`src/rtl/midi_event_decoder.sv`:
```
// MIDI event decoder: turns the UART byte stream into one-cycle note events
// with note/velocity/channel fields, tracking running status and a
// diagnostic read-back Control Change.
module midi_event_decoder #(
  parameter logic [6:0] RB_CC = 7'h66
) (
  input  logic       clk32,
  input  logic       rst,
  input  logic [7:0] rx_data,
  input  logic       rx_valid,
  output logic       note_pressed,
  output logic       note_released,
  output logic       note_keypress,
  output logic       note_channelpress,
  output logic       read_back,
  output logic [6:0] note_interface,
  output logic [6:0] velocity,
  output logic [3:0] channel,
  output logic [7:0] err_count
);

  typedef enum logic [1:0] {IDLE, WAIT_D1, WAIT_D2} state_t;
  typedef enum logic [1:0] {ST_NONE, ST_SYS, ST_CHAN} kind_t;

  state_t     state_q, state_d;
  kind_t      kind_q, kind_d;
  logic [7:0] status_q, status_d;
  logic [6:0] d1_q, d1_d;
  logic       pressed_q, pressed_d;
  logic       released_q, released_d;
  logic       keypress_q, keypress_d;
  logic       chanpress_q, chanpress_d;
  logic       read_back_q, read_back_d;
  logic [6:0] note_q, note_d;
  logic [6:0] vel_q, vel_d;
  logic [3:0] chan_q, chan_d;
  logic [7:0] err_q, err_d;

  // Message completion request, with the two data bytes of the message
  logic       cmp;
  logic [6:0] cd1, cd2;

  // Byte classification, FSM next state and event decode
  always_comb begin
    state_d     = state_q;
    kind_d      = kind_q;
    status_d    = status_q;
    d1_d        = d1_q;
    pressed_d   = 1'b0;
    released_d  = 1'b0;
    keypress_d  = 1'b0;
    chanpress_d = 1'b0;
    read_back_d = 1'b0;
    note_d      = note_q;
    vel_d       = vel_q;
    chan_d      = chan_q;
    err_d       = err_q;
    cmp         = 1'b0;
    cd1         = d1_q;
    cd2         = 7'd0;

    if (rx_valid) begin
      if (rx_data[7:4] == 4'hF) begin
        // 0xF8-0xFF are realtime and leave everything untouched
        if (!rx_data[3]) begin
          state_d = IDLE;
          kind_d  = (rx_data[2:0] == 3'd0) ? ST_SYS : ST_NONE;
        end
      end else if (rx_data[7]) begin
        // New channel status abandons any partial message silently
        status_d = rx_data;
        kind_d   = ST_CHAN;
        state_d  = WAIT_D1;
      end else begin
        case (state_q)
          IDLE: begin
            if (kind_q == ST_NONE && err_q != 8'hFF) err_d = err_q + 8'd1;
          end
          WAIT_D1: begin
            d1_d = rx_data[6:0];
            cd1  = rx_data[6:0];
            if (status_q[7:4] == 4'hC || status_q[7:4] == 4'hD) begin
              cmp     = 1'b1;
              state_d = WAIT_D1;
            end else begin
              state_d = WAIT_D2;
            end
          end
          WAIT_D2: begin
            cmp     = 1'b1;
            cd2     = rx_data[6:0];
            state_d = WAIT_D1;
          end
          default: state_d = IDLE;
        endcase
      end
    end

    if (cmp) begin
      case (status_q[7:4])
        4'h8, 4'h9, 4'hA: begin
          if (status_q[7:4] == 4'hA)      keypress_d = 1'b1;
          else if (status_q[7:4] == 4'h9 && cd2 != 7'd0) pressed_d = 1'b1;
          else                             released_d = 1'b1;
          note_d = cd1;
          vel_d  = cd2;
          chan_d = status_q[3:0];
        end
        4'hD: begin
          chanpress_d = 1'b1;
          vel_d       = cd1;
          chan_d      = status_q[3:0];
        end
        4'hB: begin
          if (cd1 == RB_CC) begin
            read_back_d = 1'b1;
            vel_d       = cd2;
          end
        end
        default: ;
      endcase
    end
  end

  // State and registered outputs; everything clears while reset is low
  always_ff @(posedge clk32 or negedge rst) begin
    if (!rst) begin
      state_q     <= IDLE;
      kind_q      <= ST_NONE;
      status_q    <= 8'd0;
      d1_q        <= 7'd0;
      pressed_q   <= 1'b0;
      released_q  <= 1'b0;
      keypress_q  <= 1'b0;
      chanpress_q <= 1'b0;
      read_back_q <= 1'b0;
      note_q      <= 7'd0;
      vel_q       <= 7'd0;
      chan_q      <= 4'd0;
      err_q       <= 8'd0;
    end else begin
      state_q     <= state_d;
      kind_q      <= kind_d;
      status_q    <= status_d;
      d1_q        <= d1_d;
      pressed_q   <= pressed_d;
      released_q  <= released_d;
      keypress_q  <= keypress_d;
      chanpress_q <= chanpress_d;
      read_back_q <= read_back_d;
      note_q      <= note_d;
      vel_q       <= vel_d;
      chan_q      <= chan_d;
      err_q       <= err_d;
    end
  end

  assign note_pressed      = pressed_q;
  assign note_released     = released_q;
  assign note_keypress     = keypress_q;
  assign note_channelpress = chanpress_q;
  assign read_back         = read_back_q;
  assign note_interface    = note_q;
  assign velocity          = vel_q;
  assign channel           = chan_q;
  assign err_count         = err_q;

endmodule

```
`config.mk`:
```
export PLATFORM = sky130hd
export DESIGN_NAME = midi_event_decoder
export DESIGN_NICKNAME = d
export VERILOG_FILES = /design/src/rtl/midi_event_decoder.sv
export SDC_FILE = /design/constraint.sdc
export NUM_CORES = 1
export LEC_CHECK = 0
export CAP_MARGIN = 10
export CORE_MARGIN = 1.5
export CORE_UTILIZATION = 40
export DETAILED_ROUTE_END_ITERATION = 16
export PLACE_DENSITY = 0.72
export SLEW_MARGIN = 40
export SYNTH_ARGS = -nofsm -noshare
export SYNTH_HDL_FRONTEND = slang
export SYNTH_SLANG_ARGS = --single-unit
export TNS_END_PERCENT = 1
```
`constraint.sdc`:
```
create_clock -name clk32 -period 1.9 [get_ports clk32]
set_input_delay 0.19 -clock clk32 [delete_from_list [all_inputs] [get_ports clk32]]
set_output_delay 0.19 -clock clk32 [all_outputs]
set_load 0.02 [all_outputs]
```
==> summary.txt <==
Status
  • Run status: finished with violations
  • Failing checks: setup timing

Logic synthesis
  • Synth Warn #: 0
  • Post-synthesis cell count: 183
  • Xor/xnor cell area share of the yosys netlist: 0.0230
  • FFs w/ async S/R, synth: 1.00
  • Yosys reg bits: 50
  • Top post-synthesis cells by area: dfrtp_1 (55%), mux2_2 (14%), ha_1 (2.7%)
  • Sequential area share after synthesis: 0.547
  • Largest family of logic cells by synthesized area: simple AND/OR/NAND/NOR gates
  • Synth Area per Inst: 12.5 um^2
  • Mux cell area share after synthesis: 0.147
  • Post-synth top area share: 0.547
  • Mapped Nets: 199
  • Post-Synth Adder-Cell Area: 0.0274
  • Mapped Area: 2290 um^2
  • Synth Area in Simple Gates: 0.154
  • Compound-cell area share of the yosys netlist: 0.0821
  • Number of synthesized flops with an enable pin: 0
  • Post-synthesis cell type count: 41
  • Main flop type after synthesis: dfrtp_1
  • Largest area contributor in the netlist: dfrtp_1

Timing
  • Final worst slack: -0.142 ns
  • Fmax: 0.490 GHz
  • Setup Skew: 0.00625 ns
  • RSZ-0062 raised after global routing: true
  • Fin. Hold Viols: 0
  • Period utilization: 1.07
  • Setup-failing EPs final: 11
  • Slew Viols, Final: 0
  • Setup_tns: -1.33 ns
  • Post-route minimum period: 2.04 ns
  • Slew @ Worst Pin: 0.618 ns
  • Max-slew headroom: 0.583

Layout
  • Layout area overhead: 43.1%
  • # diodes: 0
  • Nets: 285
  • Fin util: 0.594
  • Layout cell share with drive strength beyond 1: 0.333

Floorplanning
  • Die span in x: 78.6 um
  • Core footprint: 5510 um^2
  • Starting Density: 0.415
  • Die height: 78.6 um
  • I/O pins: 42
  • Row count: 27
  • Die area: 6180 um^2

Setup path
  • Max FO, Critical Path: 7
  • CP delay by family, top: multiplexers
  • WP buf/inv: 1
  • Setup crit end kind: flip-flop
  • Slowest-stage cell, CP: dfrtp_1
  • Worst R2R Start: state_q[0]
  • R2r setup slk: -0.14 ns
  • CP max stage delay: 0.42 ns
  • Crit path kind: flip-flop to flip-flop
  • R2R cell count: 7
  • WP data arrival: 2.24 ns
  • Startpoint class of the critical path: flip-flop
  • Reg2reg end: velocity[3]
  • Critical Path RT: 2.09 ns
  • Critical-path cell list: buf_6, ha_4, nand3b_4, mux2i_1, a211oi_4, a21oi_4, mux2_2

Power and ir drop
  • Peak supply drop: 0.000631 V
  • Pwr Density: 1020 nW/um^2
  • Final Power: 3.33 mW
  • Leak: 1.48 nW

GRT
  • Largest net degree at the start of global routing: 29
  • Total Routing Usage GR: 0.180
  • Vias in the first global route: 1,741
  • First-pass GRT wire length: 8420 um
  • Global route overflow: 0
  • Antenna violations before repair: 0

Clock tree
  • CTS sink count: 50
  • Clk root buf: clkbuf_8
  • CTS clock-pin slew for the worst setup and hold paths: 0.09 ns
  • Clk_lat worst skew: 0.31 ns
  • CTS Buffer Depth: 2
  • Clock tree from TritonCTS: built
  • H-tree levels: 2
  • Total CTS buffers: 5

Detailed routing
  • DRT Wirelength: 5150 um
  • First-pass iteration count of the detailed router: 4
  • Vias/cell: 5.07
  • Routed wire per std cell: 15.1 um
  • Starting DRT DRC Count: 103
  • Antenna-violating nets left: 0
  • DRC violations left: 0
  • Routed vias: 1,733

Placement
  • Routability cong.: 0.881
  • Port bufs: 41
  • Post-DP HPWL: 3840 um

Min path
  • Hold WC Path Type: input pin to asynchronous set/reset pin

Flow run
  • Total of max-cap violations: 0
==> registers in the layout (all words and copies together) (netlist names) <==
name / count
d1_q: 7
note_channelpress: 1
channel: 4
kind_q: 2
note_pressed: 1
status_q: 8
note_interface: 7
state_q: 2
note_keypress: 1
read_back: 1
err_count: 8
note_released: 1
velocity: 7
==> cell families after synthesis <==
logic type	Yosys count
xor gates and xnor gates	6
AOI/OAI and AO/OA	26
DFF	50
and+or+nand+nor	57
muxes	30
adders and majority gates	5
buffers and inverters	9
==> Yosys cell counts, types with 2 or more instances <==
library cell  count
and4_1            2
nand4_1           4
and3_1            2
dfrtp_1          50
nand2b_1          3
nand4b_1          2
xor2_1            3
mux2i_1           2
a22o_1            5
ha_1              5
xnor2_1           3
nand3b_1          2
buf_4             3
inv_1             5
o21ai_0           7
mux2_2           28
nand2_1          13
nor4b_1           2
nor2_1            5
a21oi_1           5
nand3_1           9
nor4_1            2
nor3b_1           3
==> final cells by class <==
class	instances	area, um^2
Fill cell	453	2230
Clock inverter	1	5.00
Tap cell	72	90.1
Multi-Input combinational cell	124	1070
Sequential cell	50	1250
Clock buffer	7	86.3
Inverter	5	18.8
Timing Repair Buffer	83	754
==> through the flow <==
stage          instances  setup slack [ns]  hold WS (ns)  instance area (um^2)
2_1_floorplan        183           -0.0500        -0.106                  2300
3_3_place_gp         332            -0.213         0.207                  3080
3_5_place_dp         332            -0.258         0.211                  3080
4_1_cts              341            -0.142         0.415                  3240
5_1_grt              342            -0.230         0.446                  3270
6_report             342            -0.142         0.394                  3270
==> how the worst max path moves through the flow <==
| stage | cells after the start | to | startpoint | slack, ns |
|---|---|---|---|---|
| global route | 9 | velocity[0] | state_q[1] | -0.23 |
| finish | 7 | velocity[3] | state_q[0] | -0.14 |
| global placement | 7 | velocity[3] | rx_valid | -0.21 |
| CTS | 9 | velocity[0] | state_q[1] | -0.14 |
| floorplan | 6 | velocity[0] | state_q[0] | -0.05 |
| detailed placement | 7 | velocity[6] | rx_valid | -0.26 |
==> where the power goes <==
| group | switching (mW) | internal, mW |
|---|---|---|
| Combinational | 0.571 | 0.652 |
| Sequential | 0.165 | 1.31 |
| Clock | 0.345 | 0.294 |
| Total | 1.08 | 2.25 |
==> timing repair <==
| item | in CTS | in global routing |
|---|---|---|
| buffers inserted | 0 | 1 |
| hold buffers | 1 | 0 |
| hold endpoints to repair | 22 | 0 |
| setup endpoints to repair | 17 | 17 |
| pin swaps | 5 | 0 |
| resized for setup | 12 | 6 |
==> per-layer routing <==
metal	vias to the layer above	share of wire	track usage
li1	849	-	-
met1	835	0.48	0.246
met2	41	0.46	0.275
met3	8	0.038	0.0360
met4	0	0.020	0.0804
met5	-	0	0
==> cell usage in the layout, fill, tap and decap left out, types with 4 or more instances in the layout <==
cell / netlist / layout
nand2_1: 13 / 13
a22o_1: 5 / 5
nand4_1: 4 / 4
clkdlybuf4s50_1: 0 / 40
o21ai_0: 7 / 7
nor2_1: 5 / 5
a21oi_1: 5 / 5
buf_6: 0 / 5
buf_4: 3 / 35
dfrtp_1: 50 / 50
clkbuf_8: 0 / 6
nand3_1: 9 / 9
mux2_2: 28 / 27
(Power assumes the default switching activity.)
